### src/rtl/sdcard_spi_byte_if.sv
// ---------------------------------------------------------------------------
// sdcard_spi_byte_if
// Byte-level handshake between the SD-card boot loader (master) and the SPI
// byte engine (slave).
//   tx_start  loader -> engine  request a byte transfer (taken only when idle)
//   tx_data   loader -> engine  byte to send, MSB first
//   slow      loader -> engine  1: slow SCLK divider for this byte
//   cs_assert loader -> engine  1: chip select low while idle
//   busy      engine -> loader  transfer / init sequence in progress
//   rx_valid  engine -> loader  1-cycle pulse, rx_data holds received byte
//   rx_data   engine -> loader  last received byte
//   init_req  loader -> engine  start init clock burst (SDSPI_INIT_CLOCKS_EN)
//   init_done engine -> loader  1-cycle pulse at end of init (SDSPI_INIT_CLOCKS_EN)
// ---------------------------------------------------------------------------
interface sdcard_spi_byte_if;
  logic       tx_start;
  logic [7:0] tx_data;
  logic       slow;
  logic       cs_assert;
  logic       busy;
  logic       rx_valid;
  logic [7:0] rx_data;
`ifdef SDSPI_INIT_CLOCKS_EN
  logic       init_req;
  logic       init_done;

  modport master (output tx_start, tx_data, slow, cs_assert, init_req,
                  input  busy, rx_valid, rx_data, init_done);
  modport slave  (input  tx_start, tx_data, slow, cs_assert, init_req,
                  output busy, rx_valid, rx_data, init_done);
`else
  modport master (output tx_start, tx_data, slow, cs_assert,
                  input  busy, rx_valid, rx_data);
  modport slave  (input  tx_start, tx_data, slow, cs_assert,
                  output busy, rx_valid, rx_data);
`endif
endinterface

### src/rtl/sdcard_spi_byte.sv
// ---------------------------------------------------------------------------
// sdcard_spi_byte
// SPI mode-0 byte engine for the SD-card boot loader. Accepts one byte at a
// time over the bus interface, owns all SCLK timing, and returns the byte
// shifted in on MISO.
// Ports:
//   i_clk          system clock
//   i_rst_n        synchronous active-low reset
//   bus            sdcard_spi_byte_if.slave (loader handshake)
//   o_sdcard_cs    chip select, active low
//   o_sdcard_sclk  SPI clock, idles low
//   o_sdcard_mosi  SPI data out, idles high
//   i_sdcard_miso  SPI data in
// Optional feature: define SDSPI_INIT_CLOCKS_EN to add the init clock burst
// (INIT_CLOCKS pulses at SLOW_DIV with cs high and mosi high).
// ---------------------------------------------------------------------------
module sdcard_spi_byte #(
  parameter int CLK_DIV     = 4,
  parameter int SLOW_DIV    = 128,
  parameter int INIT_CLOCKS = 80
) (
  input  logic              i_clk,
  input  logic              i_rst_n,
  sdcard_spi_byte_if.slave  bus,
  output logic              o_sdcard_cs,
  output logic              o_sdcard_sclk,
  output logic              o_sdcard_mosi,
  input  logic              i_sdcard_miso
);

  localparam logic [7:0] FAST_M1 = 8'(CLK_DIV - 1);
  localparam logic [7:0] SLOW_M1 = 8'(SLOW_DIV - 1);

  typedef enum logic [2:0] {
    S_IDLE, S_SHIFT, S_DONE, S_INIT, S_INIT_DONE
  } state_t;

  state_t     r_state, w_next;
  logic [7:0] r_cnt, r_div_m1, r_tx_sh, r_rx_sh, r_rx_data;
  logic [2:0] r_bit;
  logic       r_sclk, r_mosi, r_cs;
  logic       w_idle, w_accept, w_init_accept, w_edge, w_init_last;

  // DONE and INIT_DONE are non-busy cycles, so a new request may start there.
  assign w_idle = (r_state == S_IDLE) || (r_state == S_DONE) ||
                  (r_state == S_INIT_DONE);
  assign w_edge = (r_cnt == 8'd0);

`ifdef SDSPI_INIT_CLOCKS_EN
  logic [15:0] r_pulse;

  // Init beats a simultaneous tx_start.
  assign w_init_accept = w_idle && bus.init_req;
  assign w_init_last   = w_edge && r_sclk && (r_pulse == 16'(INIT_CLOCKS - 1));
  assign bus.init_done = (r_state == S_INIT_DONE);

  always_ff @(posedge i_clk) begin
    if (!i_rst_n)
      r_pulse <= '0;
    else if (w_init_accept)
      r_pulse <= '0;
    else if (r_state == S_INIT && w_edge && r_sclk)
      r_pulse <= r_pulse + 16'd1;
  end
`else
  assign w_init_accept = 1'b0;
  assign w_init_last   = 1'b0;
`endif

  assign w_accept = w_idle && bus.tx_start && !w_init_accept;

  always_ff @(posedge i_clk) begin
    if (!i_rst_n) r_state <= S_IDLE;
    else          r_state <= w_next;
  end

  always_comb begin
    w_next = r_state;
    case (r_state)
      S_IDLE, S_DONE, S_INIT_DONE: begin
        if (w_init_accept) w_next = S_INIT;
        else if (w_accept) w_next = S_SHIFT;
        else               w_next = S_IDLE;
      end
      S_SHIFT: if (w_edge && r_sclk && r_bit == 3'd7) w_next = S_DONE;
      S_INIT:  if (w_init_last) w_next = S_INIT_DONE;
      default: w_next = S_IDLE;
    endcase
  end

  always_ff @(posedge i_clk) begin
    if (!i_rst_n) begin
      r_sclk    <= 1'b0;
      r_mosi    <= 1'b1;
      r_cs      <= 1'b1;
      r_rx_data <= 8'd0;
      r_cnt     <= 8'd0;
      r_bit     <= 3'd0;
    end else if (w_init_accept) begin
      r_cs     <= 1'b1;
      r_mosi   <= 1'b1;
      r_sclk   <= 1'b0;
      r_div_m1 <= SLOW_M1;
      r_cnt    <= SLOW_M1;
    end else if (w_accept) begin
      // Byte parameters are latched here; later input changes do not matter.
      r_tx_sh  <= bus.tx_data;
      r_mosi   <= bus.tx_data[7];
      r_sclk   <= 1'b0;
      r_div_m1 <= bus.slow ? SLOW_M1 : FAST_M1;
      r_cnt    <= bus.slow ? SLOW_M1 : FAST_M1;
      r_bit    <= 3'd0;
    end else if (w_idle) begin
      // cs only follows cs_assert between transfers.
      r_cs <= ~bus.cs_assert;
    end else if (!w_edge) begin
      r_cnt <= r_cnt - 8'd1;
    end else begin
      r_cnt <= r_div_m1;
      if (!r_sclk) begin
        // Rising edge: take the miso value present during the last low cycle.
        r_sclk <= 1'b1;
        if (r_state == S_SHIFT) r_rx_sh <= {r_rx_sh[6:0], i_sdcard_miso};
      end else begin
        r_sclk <= 1'b0;
        if (r_state == S_SHIFT) begin
          if (r_bit == 3'd7) begin
            r_mosi    <= 1'b1;
            r_rx_data <= r_rx_sh;
          end else begin
            r_mosi  <= r_tx_sh[6];
            r_tx_sh <= {r_tx_sh[6:0], 1'b0};
          end
          r_bit <= r_bit + 3'd1;
        end
      end
    end
  end

  assign bus.busy     = (r_state == S_SHIFT) || (r_state == S_INIT);
  assign bus.rx_valid = (r_state == S_DONE);
  assign bus.rx_data  = r_rx_data;
  assign o_sdcard_cs   = r_cs;
  assign o_sdcard_sclk = r_sclk;
  assign o_sdcard_mosi = r_mosi;

endmodule

### src/flat_wrapper.sv
// flat-port wrapper written by rule: the top's interface ports become plain ports
module sdcard_spi_byte_flat 
#(
  parameter int CLK_DIV     = 4,
  parameter int SLOW_DIV    = 128,
  parameter int INIT_CLOCKS = 80
)
  (i_clk, i_rst_n, o_sdcard_cs, o_sdcard_sclk, o_sdcard_mosi, i_sdcard_miso, bus_tx_start, bus_tx_data, bus_slow, bus_cs_assert, bus_busy, bus_rx_valid, bus_rx_data);
  sdcard_spi_byte_if bus_i ();
  input  logic i_clk;
  input  logic i_rst_n;
  output logic o_sdcard_cs;
  output logic o_sdcard_sclk;
  output logic o_sdcard_mosi;
  input  logic i_sdcard_miso;
  input wire logic [$bits(bus_i.tx_start)-1:0] bus_tx_start;
  input wire logic [$bits(bus_i.tx_data)-1:0] bus_tx_data;
  input wire logic [$bits(bus_i.slow)-1:0] bus_slow;
  input wire logic [$bits(bus_i.cs_assert)-1:0] bus_cs_assert;
  output wire logic [$bits(bus_i.busy)-1:0] bus_busy;
  output wire logic [$bits(bus_i.rx_valid)-1:0] bus_rx_valid;
  output wire logic [$bits(bus_i.rx_data)-1:0] bus_rx_data;
  assign bus_i.tx_start = bus_tx_start;
  assign bus_i.tx_data = bus_tx_data;
  assign bus_i.slow = bus_slow;
  assign bus_i.cs_assert = bus_cs_assert;
  assign bus_busy = bus_i.busy;
  assign bus_rx_valid = bus_i.rx_valid;
  assign bus_rx_data = bus_i.rx_data;
  sdcard_spi_byte #(.CLK_DIV(CLK_DIV), .SLOW_DIV(SLOW_DIV), .INIT_CLOCKS(INIT_CLOCKS)) u_core (.i_clk(i_clk), .i_rst_n(i_rst_n), .bus(bus_i), .o_sdcard_cs(o_sdcard_cs), .o_sdcard_sclk(o_sdcard_sclk), .o_sdcard_mosi(o_sdcard_mosi), .i_sdcard_miso(i_sdcard_miso));
endmodule
### config.mk
export PLATFORM = sky130hd
export DESIGN_NAME = sdcard_spi_byte_flat
export DESIGN_NICKNAME = d
export VERILOG_FILES = /design/src/rtl/sdcard_spi_byte_if.sv /design/src/rtl/sdcard_spi_byte.sv /design/src/flat_wrapper.sv
export SDC_FILE = /design/constraint.sdc
export NUM_CORES = 1
export LEC_CHECK = 0
export BUFFER_PORTS_ARGS = -buffer_cell sky130_fd_sc_hd__buf_2
export CORE_MARGIN = 8
export CORE_UTILIZATION = 55
export DETAILED_ROUTE_END_ITERATION = 12
export GPL_TIMING_DRIVEN = 0
export PLACE_DENSITY = 0.88
export SLEW_MARGIN = 40
export SYNTH_ARGS = -nofsm -noshare
export SYNTH_HDL_FRONTEND = slang
export SYNTH_SLANG_ARGS = --single-unit
### constraint.sdc
create_clock -name i_clk -period 2.6 [get_ports i_clk]
set_input_delay 0.26 -clock i_clk [delete_from_list [all_inputs] [get_ports i_clk]]
set_output_delay 0.26 -clock i_clk [all_outputs]
set_load 0.02 [all_outputs]
==> impl_metrics.toml <==
[timing]
fin_ws_ns = 0.2492
tightest_slew_ns = 0.6207
hold_violations = 0
drv_slew = 0
relSlewSlack = 0.5862
post-route-min-period_ns = 2.351
grt_setup_unrepaired = "false"
fmax_ghz = 0.4254
setup_viol_count_final = 0
clock_skew_ns = 0.007440
period_share = 0.9042

[worst_setup_path]
r2r-start = "u_core.r_cnt[0]$_SDFFE_PN0N_"
worstPathMaxFanout = 8
critPathBufInv = 2
startpoint_type = "flop"
reg2reg_depth = 7
crit_family = "simple AND/OR/NAND/NOR gates"
critPathArrivalTime_ns = 2.36
slowest_stage = "a221oi_2"
worst-setup-path-type = "reg2reg"
slowest_delay_ns = 0.56
r2r_slack_ns = 0.25
startpoint = "u_core.r_cnt[0]$_SDFFE_PN0N_"
end_kind = "flop"
path_depth = 7
path_cells = "inv_1 -> ha_1 -> nor4b_4 -> and2_1 -> buf_4 -> nand3b_2 -> a221oi_2"
cp_data_required_time_ns = 2.61

[finish]
drive_gt1_frac = 0.2370
finish.utilization = 0.6748
final_common_cell = "nand2_1"
fin_nets = 228
most-common-layout-cells = "nand2_1 (31), buf_2 (28), dfxtp_1 (24), nor2_1 (17), edfxtp_1 (16)"
diodes = 0
syn2layout_area_growth_pct = 15.28

[yosys]
yosys_warnings = 0
synth_top_cell_by_area = "dfxtp_1"
synth_edf_count = 16
postSynthNetCount = 195
synth_area_leaders = "dfxtp_1 (27%), edfxtp_1 (27%), nand2_1 (6.5%), mux2i_1 (5.0%), nor2_1 (3.5%)"
async_flop_share = 0
syn_inst = 177
seq_area_frac_synth = 0.5333
dominantRegCellSynth = "dfxtp_1"
yosys.area.top_type_share = 0.2667
syn-cell-area_mm2 = 0.001802
avgSynthCellArea_um2 = 10.18
ys_types = 41
synth-seq-cells = 40

[detailed_routing]
wl_met3_um = 185
firstDrtPassIters = 4
viasPerCell = 5.455
wl_met1_um = 1601
first_iter_violations = 114
top_layer_used = "met4"
vias = 1391
drc = 0
avgRoutedWirePerCell_um = 14.18
drt_wl_total_um = 3616
dr_wl_met2_um = 1769
ant_nets = 0

[floorplanning]
rows = 20
start_util = 0.5854
fp.dieH_um = 73.24
dieArea_mm2 = 0.005363
ioPinCount = 27
core_mm2 = 0.003078
die_x_um = 73.24

[power]
leakage_nw = 0.9072
total_power_mw = 1.311
power_density_mw_per_mm2 = 631.3
ir_worst_vdd_mv = 0.4853

[clock_tree]
cts.sink_count = 40
cts_resized = 0
clock_latency_ns = 0.36
numCtsBuffers = 5
clk_path_buf_depth = 2
postCtsSetupBuffers = 0
path_clk_slew_ns = 0.13
cts-root-buf = "clkbuf_4"
cts_hold_buf = 0
cts-htree-levels = 2
cts_tree = "done"

[global_route]
antenna_found_initial = 0
grt_pass1_vias = 1351
grt_pass1_wl_um = 6168
grt_max_degree = 15
grt.total_usage = 0.1501
grt.overflow.total = 0

[status]
status = "complete, no violations"

[hold_path]
min_from = "i_sdcard_miso"
holdPathStages = 1
hp-class = "in2reg"

[placement]
place.gp.congestion = 0.9759
hpwl_um = 2622
io_buffers = 25
pre_cts_ws_ns = 0.2466

[job]
cap_viol_max_count = 0
==> synth_stat cells (3+ instances only) <==
cell type and n:
nand2_1 31, nand2b_1 4, clkbuf_1 5, ha_1 4
o21ai_0 4, buf_4 3, a211oi_1 4, dfxtp_1 24
inv_1 4, nand3_1 4, edfxtp_1 16, a31oi_1 4
a21oi_1 7, nor2_1 17, nor2b_1 4, mux2i_1 9
==> cell type report <==
type | count | area (um2)
Clock buffer | 5 | 37.54
Sequential cell | 40 | 960.9
Timing Repair Buffer | 26 | 130.1
Fill cell | 242 | 1001
Multi-Input combinational cell | 123 | 780.7
Clock inverter | 3 | 46.29
Inverter | 4 | 15.01
Tap cell | 44 | 55.05
Buffer | 10 | 51.30
==> cells by family (layout without fill, tap and decap cells) <==
group / after synthesis / after routing / synth area share
xor gates and xnor gates: 2 / 2 / 0.009724
muxes: 9 / 9 / 0.05000
and+or+nand+nor: 78 / 78 / 0.2215
DFF: 40 / 40 / 0.5333
buffers and inverters: 14 / 48 / 0.03680
adders and majority gates: 4 / 4 / 0.02778
AOI/OAI and AO/OA: 30 / 30 / 0.1208
==> layer usage <==
metal	GRT usage	up-vias
met5	0	-
met4	0.06889	0
met3	0.05220	8
met2	0.2423	29
met1	0.1735	653
li1	-	701
==> per-stage QoR <==
| stage | cells | TNS, ns | instance area (um2) | hold WS [ns] |
|---|---|---|---|---|
| 3_5_place_dp | 247 | 0 | 1993 | 0.4383 |
| 2_1_floorplan | 177 | 0 | 1802 | 0.3489 |
| 3_3_place_gp | 246 | -1.896 | 1982 | 0.4324 |
| 4_1_cts | 255 | 0 | 2077 | 0.05615 |
| 5_1_grt | 255 | 0 | 2077 | 0.03848 |
| 6_report | 255 | 0 | 2077 | 0.06820 |
==> registers in the layout (all words and copies together) (netlist names) <==
signal / cells
u_core.bus.rx_data: 8
u_core.r_cnt: 8
u_core.r_rx_sh: 8
u_core.r_tx_sh: 7
u_core.r_bit: 3
u_core.r_state: 2
u_core.o_sdcard_cs: 1
u_core.o_sdcard_mosi: 1
u_core.o_sdcard_sclk: 1
u_core.r_div_m1: 1
==> worst paths after layout <==
path	to
max reg2reg	u_core.r_tx_sh[1]$_DFFE_PP_
min reg2reg	u_core.r_rx_sh[5]$_DFFE_PP_
min	u_core.r_rx_sh[0]$_DFFE_PP_
max	u_core.r_tx_sh[1]$_DFFE_PP_
==> power breakdown <==
group / internal, mW / switching, mW
Clock: 0.205 / 0.216
Combinational: 0.0759 / 0.109
Sequential: 0.680 / 0.0251
Total: 0.961 / 0.350
(Power assumes the default switching activity.)
